File: config.mk
export PLATFORM = sky130hd
export DESIGN_NAME = path_planner_bfs
export DESIGN_NICKNAME = d
export VERILOG_FILES = /design/src/rtl/path_planner_bfs.sv
export SDC_FILE = /design/constraint.sdc
export NUM_CORES = 1
export LEC_CHECK = 0
export CAP_MARGIN = 10
export CORE_MARGIN = 2
export CORE_UTILIZATION = 52
export DETAILED_ROUTE_END_ITERATION = 10
export PLACE_DENSITY_LB_ADDON = 0.2
export RECOVER_POWER = 100
export SLEW_MARGIN = 0
export SYNTH_ARGS = -nofsm -noshare
export SYNTH_HDL_FRONTEND = slang
export SYNTH_SLANG_ARGS = --single-unit
File: constraint.sdc
create_clock -name clk_50M -period 10.8 [get_ports clk_50M]
set_clock_uncertainty 0.1 [all_clocks]
set_input_delay 1.08 -clock clk_50M [delete_from_list [all_inputs] [get_ports clk_50M]]
set_output_delay 1.08 -clock clk_50M [all_outputs]
set_load 0.005 [all_outputs]
File: src/rtl/path_planner_bfs.sv
// Breadth-first shortest-path planner over the fixed 30-node arena graph.
// Searches SP->EP, backtracks the parent pointers, then streams the path SP first.
module path_planner_bfs #(
  parameter int NODES   = 30,
  parameter int MAX_LEN = 16
) (
  input  logic       clk_50M,
  input  logic       reset,
  input  logic       start,
  input  logic [4:0] SP,
  input  logic [4:0] EP,
  output logic       path_input,
  output logic [4:0] path_planned,
  output logic [4:0] path_len,
  output logic       busy,
  output logic       done,
  output logic       error
);

  localparam int         N_EDGES   = 34;
  localparam logic [4:0] LAST_NODE = 5'(NODES - 1);
  localparam logic [5:0] LEN_LIMIT = 6'(MAX_LEN);

  // Undirected edge list, one {a, b} pair of node indices per 10 bits.
  localparam logic [N_EDGES*10-1:0] EDGE_LIST = {
    5'd0,  5'd1,  5'd1,  5'd2,  5'd1,  5'd29, 5'd2,  5'd3,  5'd2,  5'd8,
    5'd3,  5'd4,  5'd3,  5'd28, 5'd4,  5'd5,  5'd4,  5'd6,  5'd6,  5'd7,
    5'd7,  5'd8,  5'd8,  5'd9,  5'd8,  5'd12, 5'd9,  5'd10, 5'd9,  5'd11,
    5'd12, 5'd13, 5'd12, 5'd19, 5'd13, 5'd14, 5'd14, 5'd15, 5'd14, 5'd16,
    5'd16, 5'd17, 5'd16, 5'd18, 5'd18, 5'd19, 5'd19, 5'd20, 5'd20, 5'd21,
    5'd20, 5'd24, 5'd20, 5'd29, 5'd21, 5'd22, 5'd21, 5'd23, 5'd24, 5'd25,
    5'd25, 5'd26, 5'd26, 5'd27, 5'd26, 5'd28, 5'd28, 5'd29
  };

  typedef enum logic [2:0] {
    S_IDLE, S_CHECK, S_INIT, S_SEARCH, S_BACKTRACK, S_STREAM, S_FINISH, S_ERR
  } state_t;

  state_t           r_state, w_state_next;
  logic [4:0]       r_sp, r_ep;
  logic [4:0]       r_u, r_c;
  logic [4:0]       r_head, r_tail;
  logic [4:0]       r_bt, r_ptr, r_len;
  logic [NODES-1:0] r_visited;
  logic [4:0]       r_queue  [NODES];
  logic [4:0]       r_parent [NODES];
  logic [4:0]       r_stack  [NODES];
  logic             r_path_input;
  logic [4:0]       r_path_planned;
  logic             r_error;

  logic             w_adj, w_new, w_scan_last, w_q_nonempty;
  logic [5:0]       w_len_inc;
  logic [NODES-1:0] w_sp_onehot;

  // Edge lookup for the current (u, c) pair; the graph is undirected.
  // NOTE: combinational blocks use blocking '=' and assign every output a
  // default first, so no path through the block can leave a latch behind.
  always_comb begin
    w_adj = 1'b0;
    for (int k = 0; k < N_EDGES; k++) begin
      if ((r_u == EDGE_LIST[k*10+5 +: 5] && r_c == EDGE_LIST[k*10 +: 5]) ||
          (r_c == EDGE_LIST[k*10+5 +: 5] && r_u == EDGE_LIST[k*10 +: 5]))
        w_adj = 1'b1;
    end
  end

  assign w_new        = w_adj && !r_visited[r_c];
  assign w_scan_last  = (r_c == LAST_NODE);
  assign w_q_nonempty = (r_head != r_tail);
  assign w_len_inc    = {1'b0, r_len} + 6'd1;
  assign w_sp_onehot  = {{(NODES-1){1'b0}}, 1'b1} << r_sp;

  always_comb begin
    w_state_next = r_state;
    unique case (r_state)
      S_IDLE:      if (start) w_state_next = S_CHECK;
      S_CHECK: begin
        if (r_sp > LAST_NODE || r_ep > LAST_NODE) w_state_next = S_ERR;
        else if (r_sp == r_ep)                    w_state_next = S_STREAM;
        else                                      w_state_next = S_INIT;
      end
      S_INIT:      w_state_next = S_SEARCH;
      S_SEARCH: begin
        if (w_new && r_c == r_ep)                         w_state_next = S_BACKTRACK;
        else if (w_scan_last && !w_q_nonempty && !w_new)  w_state_next = S_ERR;
      end
      S_BACKTRACK: begin
        if (w_len_inc > LEN_LIMIT) w_state_next = S_ERR;
        else if (r_bt == r_sp)     w_state_next = S_STREAM;
      end
      S_STREAM:    if (r_ptr == 5'd0) w_state_next = S_FINISH;
      S_FINISH:    w_state_next = S_IDLE;
      S_ERR:       w_state_next = S_IDLE;
      default:     w_state_next = S_IDLE;
    endcase
  end

  // NOTE: sequential state uses non-blocking '<=' so every register samples
  // the pre-edge values of the others, independent of statement order.
  always_ff @(posedge clk_50M) begin
    if (reset) begin
      r_state        <= S_IDLE;
      r_sp           <= '0;
      r_ep           <= '0;
      r_u            <= '0;
      r_c            <= '0;
      r_head         <= '0;
      r_tail         <= '0;
      r_bt           <= '0;
      r_ptr          <= '0;
      r_len          <= '0;
      r_visited      <= '0;
      r_path_input   <= 1'b0;
      r_path_planned <= '0;
      r_error        <= 1'b0;
    end else begin
      r_state      <= w_state_next;
      r_path_input <= 1'b0;
      case (r_state)
        S_IDLE: begin
          if (start) begin
            r_sp    <= SP;
            r_ep    <= EP;
            r_error <= 1'b0;
          end
        end
        S_CHECK: begin
          r_len <= (r_sp == r_ep) ? 5'd1 : 5'd0;
          r_ptr <= (r_sp == r_ep) ? 5'd1 : 5'd0;
        end
        S_INIT: begin
          // SP is dequeued immediately, so the scan of its row starts next cycle.
          r_visited <= w_sp_onehot;
          r_head    <= 5'd1;
          r_tail    <= 5'd1;
          r_u       <= r_sp;
          r_c       <= '0;
          r_bt      <= r_ep;
        end
        S_SEARCH: begin
          if (w_new) begin
            r_visited[r_c] <= 1'b1;
            r_tail         <= r_tail + 5'd1;
          end
          if (w_scan_last) begin
            r_c <= '0;
            if (w_q_nonempty) begin
              r_u    <= r_queue[r_head];
              r_head <= r_head + 5'd1;
            end else if (w_new) begin
              // Queue was empty but node 29 was just enqueued: bypass it.
              r_u    <= r_c;
              r_head <= r_head + 5'd1;
            end
          end else begin
            r_c <= r_c + 5'd1;
          end
        end
        S_BACKTRACK: begin
          r_ptr <= r_ptr + 5'd1;
          r_len <= r_len + 5'd1;
          r_bt  <= r_parent[r_bt];
        end
        S_STREAM: begin
          if (r_ptr != 5'd0) begin
            r_path_input   <= 1'b1;
            r_path_planned <= r_stack[r_ptr - 5'd1];
            r_ptr          <= r_ptr - 5'd1;
          end
        end
        default: ;
      endcase
      if (w_state_next == S_ERR) r_error <= 1'b1;
    end
  end

  // NOTE: the queue, parent and stack arrays are never reset; every entry is
  // written before it is read within a plan, and leaving them out of reset
  // lets them map onto plain storage.
  always_ff @(posedge clk_50M) begin
    if (r_state == S_CHECK) r_stack[0] <= r_sp;
    if (r_state == S_INIT)  r_queue[0] <= r_sp;
    if (r_state == S_SEARCH && w_new) begin
      r_parent[r_c]   <= r_u;
      r_queue[r_tail] <= r_c;
    end
    if (r_state == S_BACKTRACK) r_stack[r_ptr] <= r_bt;
  end

  assign path_input   = r_path_input;
  assign path_planned = r_path_planned;
  assign path_len     = r_len;
  assign busy         = (r_state != S_IDLE);
  assign done         = (r_state == S_FINISH) || (r_state == S_ERR);
  assign error        = r_error;

endmodule

==> results of run 1 <==
## critical path: stages, from the launching register on
cell,delay [ns]
dfxtp_1,0.31
clkbuf_1,1.68
inv_1,0.49
and4_1,0.37
o31ai_1,0.38
nand4_2,0.17
o21ai_0,0.91
or2_0,1.36
buf_4,0.57
mux2_1,0.90
## Yosys cell counts (17+ instances only)
| master | number | area (um^2) |
|---|---|---|
| nor4_1 | 22 | 138 |
| nand2_1 | 120 | 450 |
| nor3_1 | 67 | 335 |
| inv_1 | 17 | 63.8 |
| nor2_1 | 102 | 383 |
| edfxtp_1 | 450 | 13500 |
| a21oi_1 | 92 | 460 |
| buf_2 | 31 | 155 |
| a211oi_1 | 20 | 150 |
| dfxtp_1 | 95 | 1900 |
| clkbuf_1 | 75 | 282 |
| o21ai_0 | 47 | 235 |
| xnor2_1 | 17 | 149 |
| mux2i_1 | 19 | 190 |
| mux2_2 | 20 | 225 |
| mux4_2 | 141 | 3180 |
| nand3_1 | 31 | 155 |
| nor2b_1 | 17 | 106 |
## power breakdown
part           total, mW  switching (mW)  leakage (nW)  internal, mW
clock network       1.85           0.797         0.845          1.05
logic              0.590           0.341          2.26         0.249
registers           2.40          0.0528          4.90          2.34
total               4.83            1.19          8.01          3.64
## final cells by class
| cell class | instances | area, um^2 | share of cell area |
|---|---|---|---|
| Inverter | 18 | 67.6 | 0.00260 |
| Clock buffer | 64 | 1440 | 0.0553 |
| Tap cell | 600 | 751 | 0.0289 |
| Sequential cell | 545 | 15400 | 0.593 |
| Multi-Input combinational cell | 892 | 7570 | 0.291 |
| Timing Repair Buffer | 60 | 443 | 0.0170 |
| Clock inverter | 32 | 309 | 0.0119 |
## final timing paths
kind                        start               to  cells after the start
hold reg to reg   path_planned[2]  path_planned[2]                      2
setup / recovery           r_u[2]   r_queue[13][2]                      9
setup reg to reg           r_u[2]   r_queue[13][2]                      9
hold / removal    path_planned[2]  path_planned[2]                      2
## flip-flops by register name (all words and copies together) (netlist names), named ones only
signal / cells
path_len: 5
r_tail: 5
r_c: 5
r_parent: 150
r_state: 3
r_sp: 5
r_stack: 150
path_planned: 5
r_ep: 5
path_input: 1
r_head: 5
r_queue: 150
r_visited: 30
r_ptr: 5
error: 1
r_u: 5
r_bt: 5
## through the flow
stage                     instance area [um^2]  std cells  setup slack [ns]  hold slack (ns)   util
final                                    26000       2211              3.18            0.385  0.575
after global routing                     26000       2211              2.57            0.422  0.575
after CTS                                26100       2204              5.62            0.397  0.578
after detailed placement                 24300       2108              5.63            0.382  0.539
after global placement                   24300       2106              5.72            0.371  0.539
after floorplan                          23700       1582              6.41            0.374      -
## placed cells by master (no fill, tap or decap), types with 5 or more instances in the layout
cell	netlist	layout
edfxtp_1	450	450
mux4_2	141	141
nand2_1	120	120
nor2_1	102	101
a21oi_1	92	93
dfxtp_1	95	93
nor3_1	67	76
clkbuf_16	0	54
o21ai_0	47	47
nand3_1	31	31
clkbuf_1	75	23
nor4_1	22	22
mux2_2	20	20
a211oi_1	20	20
mux2i_1	19	19
inv_1	17	17
nor2b_1	17	17
xnor2_1	17	17
buf_4	4	16
dlygate4sd3_1	0	14
or3_1	12	12
xor2_1	12	12
nand4_1	11	11
o211ai_1	11	11
clkdlybuf4s50_1	0	11
a311oi_1	10	10
ha_1	10	10
clkinv_2	0	8
nand2b_1	7	7
nand3b_1	7	7
clkinv_1	1	7
o22ai_1	6	6
clkinvlp_4	0	6
nor3b_1	5	5
clkbuf_8	0	5
## kinds of logic (layout without fill, tap and decap cells)
group                      count (synthesis)  count (layout)
xor gates and xnor gates                  29              29
AOI/OAI and AO/OA                        223             223
buffers and inverters                    145             174
and+or+nand+nor                          448             448
DFF                                      545             545
muxes                                    182             182
adders and majority gates                 10              10
## metal layers
metal / global-route usage / up-vias / wire length [um]
met5: 0 / - / 0
met4: 0.0639 / 0 / 1180
met3: 0.0377 / 86 / 3220
met2: 0.366 / 515 / 25600
met1: 0.332 / 6962 / 23300
li1: - / 6183 / -
==> results.sh, run 1 <==
export IMPL_rows=78
export IMPL_synth_cell_types=73
export IMPL_wl_per_cell_um=24.1
export IMPL_synth_ff_type="edfxtp_1"
export IMPL_cts_resized_gates=0
export IMPL_path_class="flip-flop to flip-flop"
export IMPL_post_route_period_util=0.706
export IMPL_post_cts_buffers=0
export IMPL_p_leak_nw=8.01
export IMPL_die_w_um=217
export IMPL_postCtsHoldBufs=0
export IMPL_ys_async_sr_fraction=0
export IMPL_setup_viol=0
export IMPL_vdd_ir_drop_worst_uv=146
export IMPL_cap_violations=7
export IMPL_viasPerCell=6.22
export IMPL_worstMarginPinSlew_ns=3.74
export IMPL_synth_area_per_cell_um2=15.0
export IMPL_routed_wirelength_mm=53.3
export IMPL_grt_max_degree=78
export IMPL_hold_viol=0
export IMPL_synth_compound_area_share=0.0583
export IMPL_insertion_delay_ns=0.61
export IMPL_n_antenna_cell=0
export IMPL_syn2layout_area_growth_pct=9.81
export IMPL_synth_warnings=0
export IMPL_synth_top_family_by_area="multiplexers"
export IMPL_yosysSeqAreaShare=0.651
export IMPL_syn_nets=1605
export IMPL_dieArea_um2=47300
export IMPL_min_path_type="flip-flop to flip-flop"
export IMPL_drv_slew=331
export IMPL_place_hpwl_mm=34.4
export IMPL_die_h_um=217
export IMPL_num_vias=13700
export IMPL_path_max_fanout=53
export IMPL_start_util=0.524
export IMPL_drt_iter0_markers=1405
export IMPL_drc_errors=0
export IMPL_rsz0062_at_grt="false"
export IMPL_r2r_setup_slack_ns=3.18
export IMPL_cts_root_buf="clkbuf_16"
export IMPL_io_buffers=26
export IMPL_yosys_area_share_xor_xnor=0.0107
export IMPL_clock_path_buffers=3
export IMPL_ys_seq_elements=545
export IMPL_cts_tree="built"
export IMPL_grt_pass1_vias=13500
export IMPL_core_area_um2=45200
export IMPL_status="finished, violations left"
export IMPL_total_power_mw=4.83
export IMPL_synth_adder_area_share=0.00528
export IMPL_ant_nets=0
export IMPL_slew_headroom=-1.49
export IMPL_numCtsBuffers=53
export IMPL_htreeDepth=2
export IMPL_start_kind="flip-flop"
export IMPL_io_pins=27
export IMPL_netlist_instances=1582
export IMPL_fill_cells=3454
export IMPL_place_congestion=0.873
export IMPL_min_period_ns=7.62
export IMPL_clock_fmax_ghz=0.131
export IMPL_power_density_nw_per_um2=186
export IMPL_grt_pass1_wl_mm=83.1
export IMPL_crit_required_ns=10.96
export IMPL_violations="capacitance limit, slew limit"
export IMPL_cts_sinks=545
export IMPL_synth_edff_count=450
export IMPL_drive_gt1_frac=0.172
export IMPL_grtUsageTotal=0.230
export IMPL_grt_ovfl_total=0
export IMPL_synth_simple_area_share=0.0955
export IMPL_synthMuxAreaShare=0.153
export IMPL_endpoint_kind="flip-flop"
export IMPL_tns_ns=0
export IMPL_clkTransAtPathRegs_ns=0.06
export IMPL_antenna_found_initial=0
export IMPL_nets=1593
export IMPL_cp_arrival_ns=7.78
export IMPL_drtPass1Iterations=5
export IMPL_synth_cell_area_um2=23700
Power figures use the tool's default switching activity.
==> run 2: changes to the inputs <==
clock period = 6.2 ns   (was 10.8 ns; I/O delays follow)
==> run 2 against run 1 <==
Final area grew 0.27%; worst setup slack lost 2.1 ns; critical path type unchanged; global-route usage grew 0.58 points; register-to-register slack lost 2.1 ns; largest cell class unchanged; sequential share of layout area shrank 0.16 points; largest power group unchanged; sequential cell count is the same; the flow still finishes with violations (capacitance limit, slew limit); total power grew 75%.
==> results.sh, run 2 (synthesis gave the netlist of run 1 again) <==
export IMPL_status="finished, violations left"
export IMPL_violations="capacitance limit, slew limit"
export IMPL_ant_nets=0
export IMPL_post_cts_buffers=0
export IMPL_antenna_found_initial=1
export IMPL_grt_pass1_wl_mm=84.6
export IMPL_drc_errors=0
export IMPL_nets=1595
export IMPL_cts_tree="built"
export IMPL_start_util=0.524
export IMPL_path_class="flip-flop to flip-flop"
export IMPL_critPathTopFamily="simple AND/OR/NAND/NOR gates"
export IMPL_total_power_mw=8.44
export IMPL_met1_usage=0.338
export IMPL_endpoint_kind="flip-flop"
export IMPL_design_area_um2=26100
export IMPL_met2_usage=0.379
export IMPL_drt_iter0_markers=1471
export IMPL_clock_path_buffers=3
export IMPL_io_buffers=26
export IMPL_place_hpwl_mm=35.5
export IMPL_rows=78
export IMPL_start_kind="flip-flop"
export IMPL_path_buf_inv=2
export IMPL_viasPerCell=6.26
export IMPL_cts_sinks=545
export IMPL_placed_area_um2=24400
export IMPL_min_period_ns=5.12
export IMPL_htreeDepth=2
export IMPL_cap_violations=2
export IMPL_fill_cells=3505
export IMPL_dieArea_um2=47300
export IMPL_wl_per_cell_um=24.7
export IMPL_place_congestion=0.926
export IMPL_drtPass1Iterations=5
export IMPL_cp_cell_sequence="clkbuf_1 -> o21ai_0 -> nor4_1 -> a211o_1 -> a22oi_1 -> o2bb2ai_1 -> o21ai_4 -> or2_2 -> buf_12 -> mux2_1"
export IMPL_layout_commonest_cell="edfxtp_1"
export IMPL_die_h_um=217
export IMPL_multiInputGateArea_um2=7580
export IMPL_critPathMaxStageDelay_ns=0.88
export IMPL_grt_pass1_vias=13800
export IMPL_die_w_um=217
export IMPL_numCtsBuffers=54
export IMPL_post_route_period_util=0.826
export IMPL_cts_resized_gates=0
export IMPL_syn2layout_area_growth_pct=10.1
export IMPL_power_density_nw_per_um2=324
export IMPL_rsz0062_at_grt="false"
export IMPL_grt_ovfl_total=0
export IMPL_path_max_fanout=36
export IMPL_cts_root_buf="clkbuf_16"
export IMPL_p_leak_nw=8.07
export IMPL_clock_fmax_ghz=0.195
export IMPL_globalRoute_busiestLayer="met2"
export IMPL_postCtsHoldBufs=0
export IMPL_drv_slew=82
export IMPL_global_route_usage_met3=0.0335
export IMPL_cp_arrival_ns=5.27
export IMPL_insertion_delay_ns=0.61
export IMPL_tns_ns=0
export IMPL_crit_required_ns=6.35
export IMPL_vdd_ir_drop_worst_uv=297
export IMPL_clkTransAtPathRegs_ns=0.07
export IMPL_core_area_um2=45200
export IMPL_grt_max_degree=83
export IMPL_grtUsageTotal=0.236
export IMPL_largest_registers="r_parent (150), r_queue (150), r_stack (150)"
export IMPL_io_pins=27
export IMPL_final_seq_area_um2=15400
export IMPL_cpMaxStageDelayCell="mux2_1"
export IMPL_num_vias=13900
export IMPL_setup_viol=0
export IMPL_routed_wirelength_mm=54.8
export IMPL_final_cell_mix="450 x edfxtp_1, 141 x mux4_2, 120 x nand2_1, 101 x nor2_1, 94 x dfxtp_1"
export IMPL_worstMarginPinSlew_ns=2.57
export IMPL_drive_gt1_frac=0.173
export IMPL_hold_viol=0
export IMPL_slew_headroom=-0.714
export IMPL_min_path_type="flip-flop to flip-flop"
[run 2: final cells by class]
type / instances / share of cell area
clock buffers: 74 / 0.0572
multi-input cells: 892 / 0.291
clock inverters: 28 / 0.0104
inverters: 18 / 0.00259
diodes: 1 / 0.0000960
repair buffers: 61 / 0.0188
well taps: 600 / 0.0288
flip-flops and latches: 545 / 0.591
[run 2: per-layer routing]
| layer | wire length, um | vias up |
|---|---|---|
| met5 | 0 | - |
| met4 | 1390 | 0 |
| met3 | 3350 | 85 |
| met2 | 26600 | 494 |
| met1 | 23500 | 7102 |
| li1 | - | 6206 |
[run 2: tightest hold or removal path, delay by kind of cell, from the launching register on]
kind	cells	cell delay [ns]
AO/OA/AOI/OAI	1	0.06
flip-flops	1	0.32
AND/OR/NAND/NOR	1	0.07
[run 2: final timing paths]
check	startpoint	end	slack, ns	cells after the start
hold / removal	path_planned[3]	path_planned[3]	0.39	2
setup reg to reg	r_u[2]	r_queue[13][2]	1.08	10
hold reg to reg	path_planned[3]	path_planned[3]	0.39	2
setup / recovery	r_u[2]	r_queue[13][2]	1.08	10
[run 2: metrics by stage]
stage	util	worst slack, ns	hold slack (ns)	instances
floorplan	-	1.81	0.374	1582
global placement	0.541	1.55	0.373	2116
detailed placement	0.541	1.53	0.389	2116
CTS	0.580	1.52	0.403	2218
global route	0.577	0.654	0.430	2218
finish	0.577	1.08	0.392	2219
[run 2: power breakdown]
group | total (mW) | switching, mW | internal [mW]
Clock | 3.22 | 1.37 | 1.86
Combinational | 1.04 | 0.605 | 0.430
Sequential | 4.18 | 0.100 | 4.08
Total | 8.44 | 2.07 | 6.37
==> run 3: changes to the inputs <==
clock period = 4.75 ns   (was 6.2 ns; I/O delays follow)
==> run 3 against run 2 <==
The run still ends with capacitance limit, slew limit left; clock-buffer cell count is 10 lower; sequential cell count is the same; critical path type unchanged; die area is the same; global-route usage down 0.38 points; non-clock buffer count increased by 32; highest routed layer unchanged.
==> results.sh, run 3 (synthesis gave the netlist of run 1 again) <==
export IMPL_status="finished, violations left"
export IMPL_violations="capacitance limit, slew limit"
export IMPL_io_pins=27
export IMPL_min_path_cells=2
export IMPL_io_buffers=26
export IMPL_die_w_um=217
export IMPL_critPathMaxStageDelay_ns=0.56
export IMPL_worstReg2RegEnd="r_queue[3][1]"
export IMPL_hold_viol=0
export IMPL_antenna_found_initial=0
export IMPL_viasPerCell=6.21
export IMPL_clock_path_buffers=3
export IMPL_grtUsageTotal=0.232
export IMPL_endpoint_kind="flip-flop"
export IMPL_grt_max_degree=69
export IMPL_min_from="reset"
export IMPL_cts_root_buf="clkbuf_16"
export IMPL_grt_pass1_wl_mm=83.7
export IMPL_clkTransAtPathRegs_ns=0.07
export IMPL_post_cts_buffers=0
export IMPL_syn2layout_area_growth_pct=10.7
export IMPL_drt_iter0_markers=1299
export IMPL_cpMaxStageDelayCell="clkbuf_2"
export IMPL_whs_endpoint="r_c[4]"
export IMPL_core_area_um2=45200
export IMPL_cp_arrival_ns=4.50
export IMPL_rows=78
export IMPL_final_cell_mix="450 x edfxtp_1, 141 x mux4_2, 120 x nand2_1, 101 x nor2_1, 94 x a21oi_1"
export IMPL_multiInputGateArea_um2=7570
export IMPL_crit_required_ns=4.95
export IMPL_drc_errors=0
export IMPL_grt_ovfl_total=0
export IMPL_n_antenna_cell=0
export IMPL_min_period_ns=4.30
export IMPL_reg2reg_depth=15
export IMPL_rsz0062_at_grt="false"
export IMPL_fin_hold_ws_ns=0.207
export IMPL_postCtsHoldBufs=0
export IMPL_routed_wirelength_mm=53.8
export IMPL_layout_commonest_cell="edfxtp_1"
export IMPL_insertion_delay_ns=0.62
export IMPL_r2r_start="r_c[1]"
export IMPL_htreeDepth=2
export IMPL_slew_headroom=-0.162
export IMPL_crit_start="r_c[1]"
export IMPL_cts_resized_gates=0
export IMPL_wl_per_cell_um=24.0
export IMPL_dieArea_um2=47300
export IMPL_cts_tree="built"
export IMPL_cap_violations=1
export IMPL_nets=1626
export IMPL_grt_pass1_vias=13800
export IMPL_crit_cells=15
export IMPL_drv_slew=27
export IMPL_num_vias=13900
export IMPL_drtPass1Iterations=5
export IMPL_ant_nets=0
export IMPL_tns_ns=0
export IMPL_worstMarginPinSlew_ns=1.74
export IMPL_path_max_fanout=68
export IMPL_post_route_period_util=0.905
export IMPL_setup_viol=0
export IMPL_place_hpwl_mm=35.1
export IMPL_r2r_setup_slack_ns=0.45
export IMPL_path_class="flip-flop to flip-flop"
export IMPL_final_seq_area_um2=15400
export IMPL_place_congestion=0.900
export IMPL_numCtsBuffers=53
export IMPL_clock_fmax_ghz=0.233
export IMPL_die_h_um=217
export IMPL_power_density_nw_per_um2=421
export IMPL_critPathTopFamily="buffers and inverters"
export IMPL_cts_sinks=545
export IMPL_vdd_ir_drop_worst_uv=370
export IMPL_cp_common_cell="ha_1"
export IMPL_fill_cells=3475
export IMPL_start_kind="flip-flop"
export IMPL_min_path_type="primary input to flip-flop"
export IMPL_largest_registers="r_parent (150), r_queue (150), r_stack (150)"
export IMPL_p_leak_nw=8.11
export IMPL_start_util=0.524
export IMPL_path_buf_inv=4
export IMPL_drive_gt1_frac=0.173
export IMPL_cp_cell_sequence="buf_4 -> ha_1 -> and3_1 -> ha_1 -> inv_1 -> o221ai_1 -> a32o_1 -> nor4_1 -> nand4_2 -> o21ai_4 -> or2_2 -> buf_12 -> nand2_1 -> o21ai_0 -> clkbuf_2"
[run 3: final cells by class]
class,count,area share
Tap cell,600,0.0286
Clock inverter,31,0.0138
Multi-Input combinational cell,892,0.289
Clock buffer,64,0.0530
Inverter,18,0.00258
Timing Repair Buffer,93,0.0247
Sequential cell,545,0.588
[run 3: how the worst max path moves through the flow]
stage | slack, ns | endpoint
global placement | 0.77 | r_queue[14][2]
finish | 0.45 | r_queue[3][1]
floorplan | 0.36 | r_queue[0][0]
detailed placement | 0.68 | r_queue[21][4]
global route | 0.21 | r_queue[3][1]
CTS | 0.65 | r_queue[21][1]
[run 3: report_power, final]
group          leakage [nW]  internal, mW  switching (mW)
Clock                 0.834          2.46            1.78
Combinational          2.37         0.564           0.745
Sequential             4.90          5.32           0.157
Total                  8.11          8.35            2.68
[run 3: per-stage QoR]
step	instance area (um^2)	util	power, mW	worst slack (ns)	cells
3_5_place_dp	24700	0.546	6.91	0.679	2148
5_1_grt	26200	0.580	11.4	0.209	2243
3_3_place_gp	24700	0.546	6.90	0.770	2148
4_1_cts	26400	0.585	11.1	0.650	2243
6_report	26200	0.580	11.0	0.452	2243
2_1_floorplan	23700	-	6.47	0.362	1582
[run 3: metal layers]
layer	part of all wire	GRT usage	routed length, um
met1	0.43	0.326	23200
met2	0.49	0.376	26200
met3	0.059	0.0407	3170
met4	0.024	0.0662	1270
met5	0	0	0
